===== config.mk =====
export PLATFORM = sky130hd
export DESIGN_NAME = cdc_handshake_tx
export DESIGN_NICKNAME = d
export VERILOG_FILES = /design/src/rtl/cdc_handshake_tx.sv
export SDC_FILE = /design/constraint.sdc
export NUM_CORES = 1
export LEC_CHECK = 0
export CORE_UTILIZATION = 38
export CTS_BUF_LIST = sky130_fd_sc_hd__clkbuf_4
export CTS_CLUSTER_SIZE = 8
export DETAILED_ROUTE_END_ITERATION = 10
export MAX_ROUTING_LAYER = met4
export PLACE_DENSITY = 0.78
export SLEW_MARGIN = 20
export SYNTH_ARGS = -nofsm -noshare
export SYNTH_HDL_FRONTEND = slang
export SYNTH_SLANG_ARGS = --single-unit

===== constraint.sdc =====
create_clock -name CLK -period 1.67 [get_ports CLK]
set_clock_uncertainty 0.15 [all_clocks]
set_input_delay 0.334 -clock CLK [delete_from_list [all_inputs] [get_ports CLK]]
set_output_delay 0.334 -clock CLK [all_outputs]
set_load 0.005 [all_outputs]

===== src/rtl/cdc_handshake_tx.sv =====
// Source side of a four-phase req/ack clock-domain crossing: captures a word,
// holds it stable on TX_DATA and walks REQ/ACK through a synchronized acknowledge.
module cdc_handshake_tx #(
  parameter int unsigned BUS_WIDTH  = 8,
  parameter int unsigned NUM_STAGES = 2
) (
  input  logic                 CLK,
  input  logic                 RST,
  input  logic [BUS_WIDTH-1:0] IN_DATA,
  input  logic                 IN_VALID,
  output logic                 IN_READY,
  output logic [BUS_WIDTH-1:0] TX_DATA,
  output logic                 TX_REQ,
  input  logic                 TX_ACK,
  output logic                 DONE,
  output logic                 BUSY
);

  typedef enum logic [1:0] {
    IDLE = 2'd0,
    REQ  = 2'd1,
    REL  = 2'd2,
    FIN  = 2'd3
  } state_e;

  state_e                state_q, state_d;
  logic [NUM_STAGES-1:0] sync_q;
  logic                  ack_s;
  logic [BUS_WIDTH-1:0]  data_q, data_d;
  logic                  req_q, req_d;
  logic                  done_q, done_d;
  logic                  busy_q, busy_d;

  // Acknowledge synchronizer; only the last stage is ever looked at.
  always_ff @(posedge CLK or negedge RST) begin
    if (!RST) begin
      sync_q <= '0;
    end else begin
      sync_q <= {sync_q[NUM_STAGES-2:0], TX_ACK};
    end
  end

  assign ack_s    = sync_q[NUM_STAGES-1];
  assign IN_READY = (state_q == IDLE) && !ack_s;

  always_ff @(posedge CLK or negedge RST) begin
    if (!RST) begin
      state_q <= IDLE;
      data_q  <= '0;
      req_q   <= 1'b0;
      done_q  <= 1'b0;
      busy_q  <= 1'b0;
    end else begin
      state_q <= state_d;
      data_q  <= data_d;
      req_q   <= req_d;
      done_q  <= done_d;
      busy_q  <= busy_d;
    end
  end

  // Next state; registered outputs are decoded from the next state so they
  // line up with the state they describe.
  always_comb begin
    state_d = state_q;
    data_d  = data_q;
    case (state_q)
      IDLE: begin
        if (IN_VALID && IN_READY) begin
          data_d  = IN_DATA;
          state_d = REQ;
        end
      end
      REQ: begin
        if (ack_s) begin
          state_d = REL;
        end
      end
      REL: begin
        if (!ack_s) begin
          state_d = FIN;
        end
      end
      FIN: begin
        state_d = IDLE;
      end
      default: begin
        state_d = IDLE;
      end
    endcase
    req_d  = (state_d == REQ);
    done_d = (state_d == FIN);
    busy_d = (state_d != IDLE);
  end

  assign TX_DATA = data_q;
  assign TX_REQ  = req_q;
  assign DONE    = done_q;
  assign BUSY    = busy_q;

endmodule


# Word-level counts from Yosys, hierarchy flattened
# Index checks and enable logic that the tools add are counted.
# W data, S select, Z words.
[totals]
regBits = 15
in_bits = 12
out_inout_bits = 12
elab_cells = 21
[op_classes]
n_eq_ne = 5
muxes = 4
n_reduce_logical = 6
[op_table]
columns = ["operator", "n"]
rows = [
  ["$pmux W2 S4", 1],
  ["$eq A2 B2 Y1 const B", 3],
  ["$mux W2", 3],
  ["$eq A2 B1 Y1 const B", 2],
  ["$logic_and A1 B1 Y1", 2],
  ["$logic_not A2 Y1", 1],
  ["$reduce_and A2 Y1", 1],
  ["$reduce_bool A2 Y1", 1],
  ["$logic_not A1 Y1", 1],
]

# Logic depth before layout (Yosys ltp)
# Gate-level depths: netlist of run 1.
[depth]
ltp_word = 6
ltp_mapped = 3

# Worst setup path before layout of run 1
# OpenSTA, ideal clock, no wires.
[synth_path]
path_type = "register to register"
start = "reg sync_q[1]"
end = "reg data_q[0] (netlist: TX_DATA[0])"
arrival_ps = 1339
required_time_ps = 1395
setup_slack_ps = 56
path_stages_with_launch = 4
path_buffers = 1
synth_period_minus_slack_ps = 1614
cell_sequence = "dfrtp_1 -> clkbuf_2 -> nor4b_4 -> mux2_2"
[synth_between]
elab_chain_cells = 4
[synth_lines]
columns = ["element", "line_no", "text"]
rows = [
  ["start: declaration", "27", "logic [NUM_STAGES-1:0] sync_q;"],
  ["start signal: assignment", "39", "sync_q <= {sync_q[NUM_STAGES-2:0], TX_ACK};"],
  ["$logic_not A1 Y1", "-", ""],
  ["$logic_and A1 B1 Y1", "44", "assign IN_READY = (state_q == IDLE) && !ack_s;"],
  ["$logic_and A1 B1 Y1", "69", "if (IN_VALID && IN_READY) begin"],
  ["$reduce_and A2 Y1 (no source line)", "-", ""],
  ["end signal: assignment", "55", "data_q <= data_d;"],
  ["end: declaration", "29", "logic [BUS_WIDTH-1:0] data_q, data_d;"],
]
# No other way between the ends.
# A chain may end at the register's enable or synchronous reset.

# Final worst setup path of run 1
[layout_path]
start = "reg data_q[5] (netlist: TX_DATA[5])"
end = "out TX_DATA[5]"
[layout_rtl]
columns = ["element", "line_no", "text"]
rows = [
  ["end: declaration", "12", "output logic [BUS_WIDTH-1:0] TX_DATA,"],
]
# No word-level cell between the ends.

==> impl_metrics.py, run 1 <==
metrics = {
    "yosys": {
        "syn_area_um2": 569,
        "synth_cells": 39,
        "synth-warning-count": 0,
        "ys_seq_elements": 15,
        "synth_nets": 51,
        "synth.avg_cell_area_um2": 14.6,
        "synth_seq_area_share_pct": 65.9,
        "post_synth_num_cell_types": 14,
    },
    "global_route": {
        "antenna_found_initial": 0,
        "grt_start_max_net_pins": 16,
        "grt_pass1_wl_um": 1640,
        "grt-ovfl-total": 0,
        "grt_pass1_vias": 404,
        "grt_usage_pct": 16.5,
    },
    "worst_setup_path": {
        "max_stage_delay_ns": 0.50,
        "worstPathMaxFanout": 2,
        "r2r_start": "sync_q[1]$_DFF_PN0_",
        "cp.arrival_ns": 1.13,
        "regToRegSetupSlack_ns": 0.06,
        "cp_num_buf_inv": 1,
        "worstSetupPathType": "reg -> out",
        "r2r_end": "TX_DATA[1]$_DFFE_PN0P_",
        "critPathTopFamily": "buffers and inverters",
        "end_kind": "output pin",
        "slowest_stage": "clkdlybuf4s50_1",
        "r2r_cells": 4,
        "path_cells": "clkdlybuf4s50_1",
        "cp.required_ns": 1.19,
        "startpoint_type": "flop",
        "crit_cells": 1,
    },
    "layout": {
        "ff_latch_area_um2": 375,
        "drive_gt1_share_pct": 29.6,
        "multi_input_area_um2": 180,
        "final_cells": 86,
        "fillerInstances": 93,
        "fin_nets": 84,
        "antenna_cells": 0,
        "syn2layout_area_growth_pct": 57.6,
    },
    "sta": {
        "rsz0062_at_grt": "no",
        "slew_violations": 0,
        "post-route-min-period_ns": 1.61,
        "setup_viol": 0,
        "fmax_mhz": 620,
        "max_slew.worst_pin.slew_ns": 0.223,
        "finalHoldViolCount": 0,
        "fin_crit_sh_pct": 96.7,
        "setup_tns_ns": 0,
        "maxSlewHeadroom_pct": 85.0,
    },
    "placement": {
        "dp_cells": 80,
        "io_buffers": 23,
        "place_hpwl_um": 776,
        "gp_congestion": 0.809,
    },
    "clock_network": {
        "path_clk_slew_ns": 0.09,
        "cts_buffers": 3,
        "insertion_delay_ns": 0.27,
        "cts_tree": "built",
        "cts_buffer_depth": 2,
        "cts_root_buf": "clkbuf_4",
        "ctsHoldBuffers": 0,
        "clkSinkCount": 15,
        "cts_max_level": 1,
    },
    "drt": {
        "drt-vias-per-instance": 4.83,
        "post-route-drc-count": 0,
        "detail-route-antenna-nets": 0,
        "dr.pass1.iters": 4,
        "vias": 415,
        "wire_per_inst_um": 12.3,
        "totalWireLength_um": 1050,
        "initialDrtViolationCount": 2,
    },
    "flow_run": {
        "drv_cap": 0,
    },
    "floorplan": {
        "num_rows": 13,
        "die-area_um2": 1660,
        "io_pins": 24,
        "chipWidth_um": 40.7,
        "core-area_um2": 1350,
        "fp.dieH_um": 40.7,
        "start_util_pct": 42.2,
    },
    "pwr": {
        "ir_drop_mv": 0.713,
        "power.total_w": 0.00124,
        "power.density_nw_per_um2": 1390,
        "leakagePower_nw": 0.399,
    },
    "worst_hold_path": {
        "hold_path_class": "in -> async",
    },
    "status": {
        "outcome": "complete, no violations",
    },
}
[worst max-delay path by stage]
stage,from,to
after floorplan,sync_q[1]$_DFF_PN0_,TX_DATA[0]$_DFFE_PN0P_
after global placement,IN_VALID,TX_DATA[5]$_DFFE_PN0P_
after detailed placement,IN_VALID,TX_DATA[3]$_DFFE_PN0P_
after CTS,sync_q[1]$_DFF_PN0_,TX_DATA[1]$_DFFE_PN0P_
after global routing,TX_DATA[6]$_DFFE_PN0P_,TX_DATA[6]
final,TX_DATA[5]$_DFFE_PN0P_,TX_DATA[5]
[per-layer routing]
metal  track usage, %  wire, µm
met1             17.9       428
met2             27.4       527
met3             2.17        78
met4             12.5        19
met5                -         0
[cell type report]
type / count / share of cell area [%]
Clock buffer: 3 / 2.51
Clock inverter: 1 / 0.558
Multi-Input combinational cell: 21 / 20.1
Sequential cell: 15 / 41.8
Tap cell: 15 / 2.09
Timing Repair Buffer: 31 / 32.9
[through the flow]
stage	utilization, %	instance area (µm²)	hold WS [ns]	worst slack, ns
floorplan	-	569	-0.112	0.0558
global placement	62.9	850	0.186	-0.137
detailed placement	62.9	850	0.192	-0.172
CTS	66.0	891	0.218	0.0360
global route	66.5	897	0.245	0.00489
finish	66.5	897	0.218	0.0558
[report_power, final]
| group | switching (W) | internal [W] | total [W] |
|---|---|---|---|
| clock network | 0.000108 | 0.0000886 | 0.000196 |
| logic | 0.000141 | 0.000347 | 0.000488 |
| registers | 0.0000664 | 0.000493 | 0.000559 |
[cells in the mapped netlist (all sizes together)]
master	number	area share [%]
a21oi	1	0.88
and2	1	1.1
buf	1	0.88
clkbuf	2	1.5
dfrtp	15	66
mux2	8	16
mux2i	1	1.8
nand2	1	0.66
nand2b	1	1.1
nor2	2	1.3
nor3	4	3.5
nor3b	1	1.3
nor4b	1	4.2
[cells in the final DEF (no fill, tap or decap), types with 2 or more instances in the layout]
cell type	netlist	layout
nor3_1	4	4
clkdlybuf4s50_1	0	21
dfrtp_1	15	15
clkbuf_4	0	3
mux2_2	8	8
nor2_1	2	2
buf_4	0	7
[flip-flops by register name (all words and copies together), names as in the netlist]
name	cells
DONE	1
state_q	2
sync_q	2
BUSY	1
TX_DATA	8
TX_REQ	1
[logic make-up after synthesis]
family	after synthesis	synth area share (%)
compound gates	1	0.878
buf+inv	3	2.42
flops	15	65.9
mux	9	17.6
simple gates	11	13.2
[what timing repair did]
item | CTS | global route
resized for setup | 1 | 2
cloned | 0 | 0
buffers inserted | 2 | 0
setup endpoints to repair | 1 | 7
No activity file was read; power rests on OpenSTA's default activity.
==> inputs of run 2 (changes only) <==
--- a/config.mk
+++ b/config.mk
@@ -5,12 +5,11 @@
 export SDC_FILE = /design/constraint.sdc
 export NUM_CORES = 1
 export LEC_CHECK = 0
-export CORE_UTILIZATION = 38
-export CTS_BUF_LIST = sky130_fd_sc_hd__clkbuf_4
+export CORE_UTILIZATION = 35
 export CTS_CLUSTER_SIZE = 8
 export DETAILED_ROUTE_END_ITERATION = 10
 export MAX_ROUTING_LAYER = met4
-export PLACE_DENSITY = 0.78
+export PLACE_DENSITY = 0.69
 export SLEW_MARGIN = 20
 export SYNTH_ARGS = -nofsm -noshare
 export SYNTH_HDL_FRONTEND = slang
==> run 2 against run 1 <==
Effect of this change:
- first-iteration DRC count increased by 100%
- register-to-register slack hardly changed
- final cell count is 8.1% higher
- hold slack worse by 0.0057 ns
- critical endpoint is now TX_DATA[1]
- non-clock buffer count rose by 6
- design area increased by 10%
- sequential share of layout area shrank 3.8 points
- sequential power grew 1%
- power grew 15%
- highest routed layer is now met3
==> impl_metrics.py, run 2 (same netlist as run 1, synthesis figures left out) <==
metrics = {
    "global_route": {
        "grt_usage_pct": 15.6,
        "grt-ovfl-total": 0,
        "grt_start_max_net_pins": 16,
        "grt_pass1_wl_um": 1950,
        "antenna_found_initial": 0,
        "grt_pass1_vias": 433,
    },
    "sta": {
        "slew_violations": 0,
        "setup_viol": 0,
        "maxSlewHeadroom_pct": 86.6,
        "setup_tns_ns": 0,
        "max_slew.worst_pin.slew_ns": 0.201,
        "post-route-min-period_ns": 1.63,
        "fmax_mhz": 613,
        "fin_crit_sh_pct": 97.6,
        "hold-worst-slack_ns": 0.212,
        "finalHoldViolCount": 0,
    },
    "pwr": {
        "power.total_w": 0.00143,
        "leakagePower_nw": 0.475,
        "ir_drop_mv": 0.777,
        "power.density_nw_per_um2": 1440,
    },
    "clock_network": {
        "cts_max_level": 1,
        "ctsHoldBuffers": 0,
        "cts_buffer_depth": 2,
        "path_clk_slew_ns": 0.09,
        "clkSinkCount": 15,
        "insertion_delay_ns": 0.27,
        "cts_tree": "built",
        "cts_buffers": 3,
        "cts_root_buf": "clkbuf_4",
    },
    "placement": {
        "dp_cells": 83,
        "place_hpwl_um": 750,
        "place_area_um2": 866,
        "gp_congestion": 0.804,
        "io_buffers": 23,
    },
    "worst_setup_path": {
        "worstSetupPathType": "reg -> out",
        "cp.required_ns": 1.19,
        "end_kind": "output pin",
        "cp.arrival_ns": 1.15,
        "max_stage_delay_ns": 0.51,
        "cp_num_buf_inv": 1,
        "worstPathMaxFanout": 2,
        "critPathTopFamily": "buffers and inverters",
        "slowest_stage": "clkdlybuf4s50_1",
        "path_cells": "clkdlybuf4s50_1",
        "startpoint_type": "flop",
    },
    "drt": {
        "initialDrtViolationCount": 4,
        "wire_per_inst_um": 14.3,
        "vias": 446,
        "dr.pass1.iters": 3,
        "totalWireLength_um": 1330,
        "post-route-drc-count": 0,
        "drt-vias-per-instance": 4.80,
        "detail-route-antenna-nets": 0,
    },
    "layout": {
        "fin_nets": 90,
        "drive_gt1_share_pct": 37.7,
        "largest_reg_flops": 8,
        "syn2layout_area_growth_pct": 73.4,
        "layout_common_cells": "clkdlybuf4s50_1 (19), dfrtp_1 (15), buf_4 (11)",
        "final_cells": 93,
        "antenna_cells": 0,
        "layout_commonest_cell": "clkdlybuf4s50_1",
        "design_area_um2": 987,
    },
    "floorplan": {
        "num_rows": 14,
        "chipWidth_um": 42.3,
        "die-area_um2": 1790,
        "fp.dieH_um": 42.3,
        "io_pins": 24,
        "core-area_um2": 1510,
        "start_util_pct": 37.8,
    },
    "worst_hold_path": {
        "hold_path_class": "in -> async",
    },
    "flow_run": {
        "drv_cap": 0,
    },
    "status": {
        "outcome": "complete, no violations",
    },
}
==> run 2: where the power goes <==
| part | internal, W | switching [W] | total [W] |
|---|---|---|---|
| Sequential | 0.000493 | 0.0000732 | 0.000566 |
| Combinational | 0.000475 | 0.000185 | 0.000661 |
| Clock | 0.0000887 | 0.000110 | 0.000199 |
==> run 2: worst reg2reg max path: cells and delay by family (launching register included) <==
kind          cells  cell delay, ns
flops             1            0.42
simple gates      1            0.27
buf+inv           2            0.34
mux               1            0.32
==> run 2: cell type report <==
type,count,area [µm²]
Fill cell,117,519
Sequential cell,15,375
Timing Repair Buffer,37,349
Multi-Input combinational cell,21,215
Clock buffer,3,22.5
Tap cell,16,20.0
Clock inverter,1,5.00
==> run 2: path summary, 6_finish.rpt <==
| check | from | end | slack [ns] | cells past startpoint |
|---|---|---|---|---|
| hold reg to reg | sync_q[0]$_DFF_PN0_ | sync_q[1]$_DFF_PN0_ | 0.21 | 0 |
| max in group asynchronous | RST | sync_q[0]$_DFF_PN0_ | 0.99 | 2 |
| setup / recovery | TX_DATA[1]$_DFFE_PN0P_ | TX_DATA[1] | 0.04 | 1 |
| setup reg to reg | sync_q[1]$_DFF_PN0_ | TX_DATA[2]$_DFFE_PN0P_ | 0.07 | 4 |
| min in group CLK | sync_q[0]$_DFF_PN0_ | sync_q[1]$_DFF_PN0_ | 0.21 | 0 |
| hold / removal | RST | BUSY$_DFF_PN0_ | 0.21 | 2 |
==> run 2: per-layer routing <==
metal | track usage (%) | vias to the layer above | share of wire [%]
met2 | 24.6 | 19 | 55
met3 | 4.74 | 0 | 6.5
met4 | 6.88 | 0 | 0
li1 | - | 208 | -
met5 | - | - | 0
met1 | 18.3 | 219 | 38
==> run 2: what timing repair did <==
item / in CTS / in global routing
buffers inserted: 2 / 6
resized for setup: 9 / 11
gates cloned: 0 / 0
pin swaps: 1 / 2
endpoints found under the setup margin: 1 / 14
==> run 2: stage by stage <==
step	utilization (%)	setup slack (ns)
finish	65.5	0.0395
global route	65.5	-0.0178
CTS	62.3	-0.0136
detailed placement	57.5	-0.177
global placement	57.5	-0.144
floorplan	-	0.0558
